[src/rtl/div_unit.sv]
// Iterative 32-bit divider: restoring shift-subtract, one quotient bit per clock.
// Signed mode divides magnitudes and corrects signs at the end (truncation toward zero).
//
// state  | meaning
// -------+---------------------------------------------------------------
// IDLE   | waiting for start; operands captured on the start edge
// RUN    | 32 shift-subtract steps, counter 0..31
// FINISH | sign correction, result registers loaded, done pulsed
module div_unit (
  input  logic        clock,
  input  logic        reset,
  input  logic        start,
  input  logic        signed_op,
  input  logic [31:0] A,
  input  logic [31:0] B,
  output logic        busy,
  output logic        done,
  output logic [31:0] quotient,
  output logic [31:0] remainder,
  output logic        div_by_zero
);

  typedef enum logic [1:0] {
    IDLE   = 2'd0,
    RUN    = 2'd1,
    FINISH = 2'd2
  } state_t;

  state_t      state, state_nx;
  logic [4:0]  cnt;
  logic [31:0] dvd_q;     // dividend shifts out of the top, quotient bits shift in
  logic [31:0] dvs;       // divisor magnitude
  logic [31:0] prem;      // partial remainder, always below the divisor
  logic [31:0] a_orig;    // uncorrected dividend, returned as remainder on divide-by-zero
  logic        sign_q;
  logic        sign_r;
  logic        zero_div;
  logic [31:0] a_mag;
  logic [31:0] b_mag;
  logic [32:0] prem_sh;
  logic [32:0] diff;

  // Operand magnitudes for the capture edge
  always_comb begin
    a_mag = (signed_op && A[31]) ? (~A + 32'd1) : A;
    b_mag = (signed_op && B[31]) ? (~B + 32'd1) : B;
  end

  // One restoring step: the 33-bit shifted remainder minus the divisor; bit 32 is the borrow
  always_comb begin
    prem_sh = {prem, dvd_q[31]};
    diff    = prem_sh - {1'b0, dvs};
  end

  // State register
  always_ff @(posedge clock or posedge reset) begin
    if (reset) state <= IDLE;
    else       state <= state_nx;
  end

  // Next-state decode
  always_comb begin
    state_nx = state;
    case (state)
      IDLE:    if (start) state_nx = (B == 32'd0) ? FINISH : RUN;
      RUN:     if (cnt == 5'd31) state_nx = FINISH;
      FINISH:  state_nx = IDLE;
      default: state_nx = IDLE;
    endcase
  end

  // Datapath, step counter and registered outputs
  always_ff @(posedge clock or posedge reset) begin
    if (reset) begin
      cnt         <= 5'd0;
      dvd_q       <= 32'd0;
      dvs         <= 32'd0;
      prem        <= 32'd0;
      a_orig      <= 32'd0;
      sign_q      <= 1'b0;
      sign_r      <= 1'b0;
      zero_div    <= 1'b0;
      busy        <= 1'b0;
      done        <= 1'b0;
      quotient    <= 32'd0;
      remainder   <= 32'd0;
      div_by_zero <= 1'b0;
    end else begin
      done <= 1'b0;
      case (state)
        IDLE: begin
          if (start) begin
            dvd_q    <= a_mag;
            dvs      <= b_mag;
            prem     <= 32'd0;
            a_orig   <= A;
            cnt      <= 5'd0;
            sign_q   <= signed_op & (A[31] ^ B[31]);
            sign_r   <= signed_op & A[31];
            zero_div <= (B == 32'd0);
            busy     <= 1'b1;
          end
        end
        RUN: begin
          cnt <= cnt + 5'd1;
          if (!diff[32]) begin
            prem  <= diff[31:0];
            dvd_q <= {dvd_q[30:0], 1'b1};
          end else begin
            prem  <= prem_sh[31:0];
            dvd_q <= {dvd_q[30:0], 1'b0};
          end
        end
        FINISH: begin
          busy <= 1'b0;
          done <= 1'b1;
          if (zero_div) begin
            quotient    <= 32'hFFFF_FFFF;
            remainder   <= a_orig;
            div_by_zero <= 1'b1;
          end else begin
            quotient    <= sign_q ? (~dvd_q + 32'd1) : dvd_q;
            remainder   <= sign_r ? (~prem + 32'd1) : prem;
            div_by_zero <= 1'b0;
          end
        end
        default: ;
      endcase
    end
  end

endmodule

[config.mk]
export PLATFORM = sky130hd
export DESIGN_NAME = div_unit
export DESIGN_NICKNAME = d
export VERILOG_FILES = /design/src/rtl/div_unit.sv
export SDC_FILE = /design/constraint.sdc
export NUM_CORES = 1
export LEC_CHECK = 0
export CAP_MARGIN = 20
export CORE_MARGIN = 2
export CORE_UTILIZATION = 40
export CTS_BUF_LIST = sky130_fd_sc_hd__clkbuf_2
export CTS_CLUSTER_DIAMETER = 30
export CTS_CLUSTER_SIZE = 24
export DETAILED_ROUTE_END_ITERATION = 6
export REMOVE_ABC_BUFFERS = 1
export SLEW_MARGIN = 10
export SYNTH_ARGS = -nofsm -noshare
export SYNTH_HDL_FRONTEND = slang
export SYNTH_SLANG_ARGS = --single-unit
export TNS_END_PERCENT = 5
[constraint.sdc]
create_clock -name clock -period 19 [get_ports clock]
set_input_delay 1.9 -clock clock [delete_from_list [all_inputs] [get_ports clock]]
set_output_delay 1.9 -clock clock [all_outputs]
set_load 0.02 [all_outputs]
==> summary.txt <==
Run status
  – Status: finished clean

Yosys
  – Mapped Cells: 1,473
  – Sequential fraction of the synthesis area: 0.409
  – Synth Register Bits: 205
  – Yosys cell types: 66
  – Ys Warns: 0
  – Synthesized cell area: 12,500 um2
  – Post-synth top flop: dfrtp_1
  – Syn_area_per_cell: 8.51 um2
  – Number of enable flip-flop cells after synthesis: 0
  – Async SR Flop Fraction: 1.00

Setup path
  – Critical Path Fanout Max: 5
  – Worst reg-to-reg path cell count: 13
  – CP Launch Type: primary input
  – CP Data Arrival Time: 4860 ps
  – Worst reg2reg setup slack: 15,020 ps
  – Worst endpoint required time: 19,730 ps
  – Reg2Reg Launch Point: dvd_q[31]$_DFFE_PP0P_
  – Critical path capture point: dvd_q[31]$_DFFE_PP0P_
  – Crit path capture type: flop
  – Critical Path Start: A[8]
  – Crit Path Category: primary input to flop
  – Reg-to-reg endpoint: prem[28]$_DFFE_PP0P_

Place
  – Placed wire-length estimate: 23,300 um
  – RePlAce Congestion: 0.860
  – DP Area: 14,200 um2
  – IO buf count: 134
  – Post-Place Setup Slack: 14,100 ps

Floorplanning
  – Ports: 135
  – Initial Util: 0.408
  – Die Span X: 181 um
  – FP Rows: 64
  – Die height: 181 um
  – Core Region: 30,700 um2
  – Die area: 32,800 um2

Clocking
  – TritonCTS Buffers: 49
  – H-tree depth: 2
  – Hold-fix buffers at CTS: 0
  – Sink Count: 205
  – Worst skew pair latency: 830 ps
  – Post-CTS Resized: 0
  – Root buffer cell: clkbuf_2
  – Number of post-CTS setup repair buffers: 0
  – Clock-pin transition on the worst setup and hold timing paths: 110 ps
  – Bufs on Longest Clock Path: 3
  – CTS tree: yes

Routing
  – Met2 Wirelength: 14,800 um
  – Detailed-router iteration count before antenna repair: 5
  – Vias per cell: 5.27
  – Post-route antenna net violation count: 0
  – Drt wl/cell: 16.1 um
  – Routed WL: 32,500 um
  – Vias: 10,700
  – Detailed router's first-iteration violation count: 738
  – M1 wire length: 15,700 um
  – Drc violations: 0
  – Top routing layer in use: met4
  – Met3 routed WL: 1260 um

Final layout
  – Post-route design area: 14,800 um2
  – Share of layout cells above drive strength 1: 0.0696
  – Area of the multi-input gates: 6920 um2
  – Register Area: 5130 um2
  – Fill count: 3,037
  – Most frequent cells in the layout: nand2_1 (226), dfrtp_1 (204), o21ai_0 (165), clkdlybuf4s50_1 (134), a21oi_1 (108)
  – Most common cell after layout, fill and taps aside: nand2_1
  – Area delta synth->final: 18.2%
  – Nets: 1,693

STA
  – Setup-violating endpoint count in the final report: 0
  – Fmax: 242 MHz
  – Max-slew violations: 0
  – Unrepaired setup endpoints after global routing: no
  – Setup Skew: 49.2 ps
  – Rel. slew slack: 0.353
  – Final Critical Period: 4130 ps
  – Final setup TNS: 0 ps
  – Tightest Pin Transition: 971 ps
  – Setup ws final: 14,870 ps
  – Final Hold Viols: 0
  – Fin crit share: 0.217

GRT
  – First-pass GRT wire length: 54,100 um
  – Gr ovfl total: 0
  – Vias in the first global route: 10,500
  – GRT Util Overall: 0.200
  – Largest net degree at the start of global routing: 96
  – Initial antenna violation count: 1

Pwr
  – Peak VDD IR: 0.126 mV
  – Net Sw Frac: 0.457
  – Clk pwr share: 0.141
  – Internal power: 1.47 mW
  – Tot Pwr: 2.71 mW
  – Sequential Power Share: 0.302
  – Psw: 1.24 mW
  – Proportion of power drawn by combinational gates: 0.557
  – Pwr/cell area: 183 nW/um2
  – Leak: 6.44 nW

Worst hold path
  – Hold Path Class: flop to flop

Flow run
  – Max-cap violations: 0
per-stage QoR:
step                      hold WS, ps   util  cells
after floorplan                   437      -   1388
after global placement            454  0.461   1930
after detailed placement          454  0.461   1931
after CTS                         484  0.482   2020
after global routing              503  0.482   2021
final                             483  0.482   2021
power by group through the flow:
| stage | registers [mW] | clock network [mW] | logic, mW |
|---|---|---|---|
| after floorplan | 0.794 | 0 | 1.15 |
| after global placement | 0.820 | 0 | 1.49 |
| after detailed placement | 0.825 | 0 | 1.51 |
| after CTS | 0.817 | 0.396 | 1.52 |
| after global routing | 0.850 | 0.416 | 1.70 |
| final | 0.819 | 0.381 | 1.51 |
worst min path at each step:
stage / from / end / slack (ps) / cells after the start
floorplan: a_orig[26]$_DFFE_PP0P_ / a_orig[26]$_DFFE_PP0P_ / 440 / 2
global placement: a_orig[26]$_DFFE_PP0P_ / a_orig[26]$_DFFE_PP0P_ / 450 / 2
detailed placement: a_orig[26]$_DFFE_PP0P_ / a_orig[26]$_DFFE_PP0P_ / 450 / 2
CTS: a_orig[26]$_DFFE_PP0P_ / a_orig[26]$_DFFE_PP0P_ / 480 / 2
global route: a_orig[26]$_DFFE_PP0P_ / a_orig[26]$_DFFE_PP0P_ / 500 / 2
finish: a_orig[26]$_DFFE_PP0P_ / a_orig[26]$_DFFE_PP0P_ / 480 / 2
flip-flops by register name, summed over array words and instances, names as in the netlist, 2 cells and up:
register	flops
prem	32
remainder	32
dvs	32
state	2
a_orig	32
dvd_q	32
cnt	5
quotient	32
metal layers:
layer  GRT usage  vias to the layer above
met5           0                        -
met4      0.0592                        0
met3      0.0284                       63
met2       0.327                      205
met1       0.276                     4931
li1            -                     5451
final cells by class:
type | instances | share of cell area
Multi-Input combinational cell | 1135 | 0.467
Sequential cell | 205 | 0.346
Timing Repair Buffer | 147 | 0.0977
Tap cell | 396 | 0.0335
Clock inverter | 33 | 0.0231
Clock buffer | 56 | 0.0189
Inverter | 48 | 0.0127
Antenna cell | 1 | 0.000169
worst max-delay path, cell delays in order:
cell and delay [ps]:
clkdlybuf4s50_1 500, nor4_1 490, nand4_1 330, nor2_1 250
nand2_1 90, or4_1 510, or4_1 510, a21oi_1 160
a221o_1 130
cell usage after synthesis, drive strengths merged, types with 6 or more instances:
library cell | number | area share
clkbuf | 75 | 0.022
xor2 | 91 | 0.064
nand2 | 227 | 0.068
nand2b | 10 | 0.0050
o21ai | 169 | 0.067
a21oi | 108 | 0.043
mux2i | 32 | 0.026
nand3 | 45 | 0.018
o41ai | 19 | 0.014
nor2 | 110 | 0.033
and3 | 15 | 0.0075
a22oi | 28 | 0.017
inv | 47 | 0.014
nor4 | 16 | 0.0097
o31ai | 27 | 0.018
buf | 10 | 0.0036
ha | 38 | 0.038
nor2b | 7 | 0.0035
a21o | 15 | 0.0090
a31oi | 10 | 0.0050
o211ai | 6 | 0.0036
nand4 | 11 | 0.0060
nand3b | 6 | 0.0036
nor3 | 20 | 0.0080
or4 | 14 | 0.0090
dfrtp | 205 | 0.41
xnor2 | 58 | 0.041
kinds of logic (layout without fill, tap and decap cells):
| logic type | Yosys count | after routing | share of synthesized area |
|---|---|---|---|
| adders and majority gates | 39 | 39 | 0.0395 |
| other | 0 | 1 | 0 |
| muxes | 32 | 32 | 0.0256 |
| buffers and inverters | 133 | 284 | 0.0404 |
| DFF | 205 | 205 | 0.409 |
| xor gates and xnor gates | 149 | 149 | 0.105 |
| AOI/OAI and AO/OA | 413 | 413 | 0.197 |
| and+or+nand+nor | 502 | 502 | 0.183 |
Power figures use the tool's default switching activity.
